--- config.mk ---
export PLATFORM = sky130hd
export DESIGN_NAME = pll_reset_ctrl
export DESIGN_NICKNAME = d
export VERILOG_FILES = /design/src/rtl/pll_reset_ctrl.sv
export SDC_FILE = /design/constraint.sdc
export NUM_CORES = 1
export LEC_CHECK = 0
export BUFFER_PORTS_ARGS = -buffer_cell sky130_fd_sc_hd__buf_2
export CAP_MARGIN = 5
export CELL_PAD_IN_SITES_DETAIL_PLACEMENT = 0
export CELL_PAD_IN_SITES_GLOBAL_PLACEMENT = 1
export CORE_MARGIN = 3
export CORE_UTILIZATION = 46
export DETAILED_ROUTE_END_ITERATION = 8
export PLACE_DENSITY = 0.82
export SYNTH_ARGS = -nofsm -noshare
export SYNTH_HDL_FRONTEND = slang
export SYNTH_SLANG_ARGS = --single-unit
export TNS_END_PERCENT = 1
--- constraint.sdc ---
create_clock -name clk -period 6.6 [get_ports clk]
set_clock_uncertainty 0.15 [all_clocks]
set_input_delay 1.32 -clock clk [delete_from_list [all_inputs] [get_ports clk]]
set_output_delay 1.32 -clock clk [all_outputs]
set_load 0.01 [all_outputs]
--- src/rtl/pll_reset_ctrl.sv ---
// rtl/pll_reset_ctrl.sv - PLL reset sequencer with lock timeout retry and system reset gating
module pll_reset_ctrl #(
  parameter int RST_CYCLES    = 16,
  parameter int LOCK_TIMEOUT  = 4800,
  parameter int STABLE_CYCLES = 1024,
  parameter int MAX_RETRIES   = 3
) (
  input  logic       clk,
  input  logic       rst,
  input  logic       pll_locked,
  output logic       pll_rst,
  output logic       rst_sys,
  output logic       sys_ready,
  output logic       fail,
  output logic [3:0] retry_count,
  output logic [7:0] loss_count
);

  localparam int MAX_AB = (RST_CYCLES > LOCK_TIMEOUT) ? RST_CYCLES : LOCK_TIMEOUT;
  localparam int MAX_C  = (MAX_AB > STABLE_CYCLES) ? MAX_AB : STABLE_CYCLES;
  localparam int CW     = $clog2(MAX_C) + 1;

  typedef enum logic [2:0] {
    S_PLL_RESET,
    S_WAIT_LOCK,
    S_STABILIZE,
    S_RUN,
    S_FAIL
  } state_t;

  state_t          state_q, state_d;
  logic [CW-1:0]   cnt_q, cnt_d;
  logic [3:0]      retry_q, retry_d;
  logic [7:0]      loss_q, loss_d;
  logic [1:0]      sync_q;
  logic            lk;
  logic            pll_rst_q, rst_sys_q, sys_ready_q, fail_q;

  assign lk = sync_q[1];

  always_comb begin
    state_d = state_q;
    cnt_d   = cnt_q + 1'b1;
    retry_d = retry_q;
    loss_d  = loss_q;
    unique case (state_q)
      S_PLL_RESET: begin
        if (cnt_q == CW'(RST_CYCLES - 1)) begin
          state_d = S_WAIT_LOCK;
          cnt_d   = '0;
        end
      end
      S_WAIT_LOCK: begin
        // Lock seen on the timeout cycle takes precedence over the retry
        if (lk) begin
          state_d = S_STABILIZE;
          cnt_d   = '0;
        end else if (cnt_q == CW'(LOCK_TIMEOUT - 1)) begin
          cnt_d   = '0;
          retry_d = (retry_q == 4'hf) ? retry_q : retry_q + 4'd1;
          state_d = (retry_q == 4'(MAX_RETRIES)) ? S_FAIL : S_PLL_RESET;
        end
      end
      S_STABILIZE: begin
        if (!lk) begin
          state_d = S_WAIT_LOCK;
          cnt_d   = '0;
        end else if (cnt_q == CW'(STABLE_CYCLES - 1)) begin
          state_d = S_RUN;
          cnt_d   = '0;
        end
      end
      S_RUN: begin
        cnt_d = cnt_q;
        if (!lk) begin
          state_d = S_PLL_RESET;
          cnt_d   = '0;
          loss_d  = (loss_q == 8'hff) ? loss_q : loss_q + 8'd1;
        end
      end
      default: begin
        cnt_d = cnt_q;
      end
    endcase
  end

  always_ff @(posedge clk) begin
    if (rst) begin
      state_q     <= S_PLL_RESET;
      cnt_q       <= '0;
      retry_q     <= '0;
      loss_q      <= '0;
      sync_q      <= '0;
      pll_rst_q   <= 1'b1;
      rst_sys_q   <= 1'b1;
      sys_ready_q <= 1'b0;
      fail_q      <= 1'b0;
    end else begin
      state_q     <= state_d;
      cnt_q       <= cnt_d;
      retry_q     <= retry_d;
      loss_q      <= loss_d;
      sync_q      <= {sync_q[0], pll_locked};
      // Outputs are decoded from the next state so they line up with state_q
      pll_rst_q   <= (state_d == S_PLL_RESET);
      rst_sys_q   <= (state_d != S_RUN);
      sys_ready_q <= (state_d == S_RUN);
      fail_q      <= (state_d == S_FAIL);
    end
  end

  assign pll_rst     = pll_rst_q;
  assign rst_sys     = rst_sys_q;
  assign sys_ready   = sys_ready_q;
  assign fail        = fail_q;
  assign retry_count = retry_q;
  assign loss_count  = loss_q;

endmodule
==> metrics.yaml <==
status: "finished clean"
grt_first_pass_wirelength_mm: 5.83
final_core_util: 0.546
grt_pass1_vias: 1345
numCtsBuffers: 5
hold-path-endpoint: "sync_q[1]"
synth-seq-cells: 35
grt_util_all_layers: 0.171
place_worst_setup_slack_ns: 4.26
cpPeakStageDelay_ns: 0.43
drtIter0Drc: 61
syn_inst: 192
drt_pass1_iterations: 4
min_period_ns: 2.40
io_buffers: 18
cpLargestDelayFamily: "flip-flops"
clkTransAtPathRegs_ns: 0.10
synth_fp_nets: 198
n_antenna_cell: 0
coreArea_um2: 3420
grt_overflow: 0
cap_violations: 0
timing.final.ws_setup_ns: 4.20
required_ns: 5.13
postCtsHoldBufs: 0
cellLeakagePower_uw: 0.000712
criticalPathCategory: "reg -> out"
end_kind: "output port"
nets: 214
tightest_slew_ns: 0.699
max_freq_ghz: 0.417
die_h_um: 66.5
synth_cell_types: 43
cts_max_path_buffers: 2
antenna_found_initial: 0
htreeDepth: 2
powerDensity_nw_per_um2: 190
drive_gt1_frac: 0.158
timing.critical_path.buf_inv: 1
max-vdd-ir-drop_mv: 0.112
slew_headroom: 0.532
layout_commonest_cell: "dfxtp_1"
slowest_stage: "dfxtp_1"
period_share: 0.363
setup_viol: 0
crit_chain: "buf_2"
min-delay-start: "sync_q[0]"
placementRows: 21
worstPathMaxFanout: 7
synth_edf_count: 0
postCtsSetupBuffers: 0
setup_tns_ns: 0
syn-cell-area_um2: 1680
die_x_um: 66.5
r2r-start: "cnt_q[12]"
place_hpwl_mm: 2.31
ys_seq_area_frac: 0.417
start_util: 0.492
gp_congestion: 0.777
startpoint_type: "register"
r2r_slack_ns: 4.26
syn2layout_area_growth_pct: 10.9
clock_latency_ns: 0.33
min_path_type: "reg -> reg"
synth_flop_cell: "dfxtp_1"
wire_per_inst_um: 12.5
ant_nets: 0
regArea_um2: 701
clock-sinks: 35
arrival_ns: 0.93
num_vias: 1402
yosys_warnings: 0
ff2ff_path_depth: 5
cts_tree: "built"
fill_cells: 332
hold_depth: 1
multi_input_area_um2: 940
slew_violations: 0
grt_max_degree: 28
post_synth.cell_area_avg_um2: 8.76
hold_violations: 0
io-pin-count: 19
post_cts_resized: 0
rsz0062_at_grt: "no"
most-common-layout-cells: "35 x dfxtp_1, 28 x nor2_1, 18 x nand2_1, 18 x buf_2, 11 x nand3_1"
clock-root-buffer: "clkbuf_4"
fp.dieArea_um2: 4420
postSynth.asyncResetShare: 0
avgViaCountPerCell: 5.50
wirelength_mm: 3.19
rr_endpoint: "cnt_q[8]"
hold_ws_ns: 0.298
route.detailed.drc: 0
## power breakdown
part / total (µW) / leakage, µW / switching [µW] / internal (µW)
Sequential: 216 / 0.000283 / 2.57 / 213
Clock: 129 / 0.0000386 / 66.8 / 62.6
Combinational: 8.88 / 0.000391 / 5.06 / 3.82
Total: 354 / 0.000712 / 74.4 / 280
## synth_stat cells, drive strengths merged (2+ instances only)
master	number	area share
and4	2	0.010
inv	2	0.0045
or4	2	0.0089
nand2	18	0.040
or3	3	0.011
mux2i	2	0.012
nor4	4	0.024
nor2b	7	0.026
o21bai	3	0.020
nor2	28	0.062
and3	2	0.0074
xnor2	8	0.042
xor2	10	0.052
a21oi	4	0.012
o21ai	3	0.0089
dfxtp	35	0.42
a31oi	4	0.015
ha	3	0.022
nand4	6	0.022
clkbuf	9	0.020
nor3	7	0.021
nand3	11	0.033
## worst register-to-register path, cell delays in order (launching register included)
cell and delay [ns]:
dfxtp_1 0.42, or3b_2 0.50, nor4_4 0.42, o2111ai_2 0.34, o21bai_4 0.32, nor2_1 0.08
## cell families after synthesis
logic type	after synthesis	share of synthesized area
adders and majority gates	3	0.0223
muxes	3	0.0186
DFF	35	0.417
buffers and inverters	11	0.0246
and+or+nand+nor	99	0.316
AOI/OAI and AO/OA	23	0.108
xor gates and xnor gates	18	0.0937
## flip-flops by register name, indices dropped and copies added (netlist names)
signal	flops
fail	1
sys_ready	1
loss_count	8
rst_sys	1
state_q	3
retry_count	4
cnt_q	14
sync_q	2
pll_rst	1
## routing by layer
layer  wire length, µm  vias to the layer above  part of all wire  track usage
met5                 0                        -                 0            0
li1                  -                      722                 -            -
met1              1570                      655              0.49        0.210
met3               100                        8             0.031       0.0455
met4                78                        0             0.024       0.0914
met2              1430                       17              0.45        0.271
## how the worst max path moves through the flow
stage                  startpoint  cells past startpoint             to  slack, ns
finish              loss_count[3]                      1  loss_count[3]       4.20
CTS                 loss_count[3]                      1  loss_count[3]       4.18
global route            cnt_q[12]                      5       cnt_q[7]       4.06
global placement              rst                      3       cnt_q[3]       4.29
floorplan                     rst                      3           fail       4.41
detailed placement            rst                      3       cnt_q[8]       4.26
## stage by stage
stage,cell area (µm²),cells,power [µW]
2_1_floorplan,1680,192,227
3_3_place_gp,1800,247,229
3_5_place_dp,1800,247,230
4_1_cts,1860,255,360
5_1_grt,1860,255,372
6_report,1860,255,354
## final cells by class
cell class,count,share of cell area
Sequential cell,35,0.376
Timing Repair Buffer,18,0.0483
Tap cell,46,0.0309
Clock buffer,8,0.0369
Multi-Input combinational cell,146,0.504
Inverter,2,0.00403
Note: power is estimated with default switching activity, not from simulation.
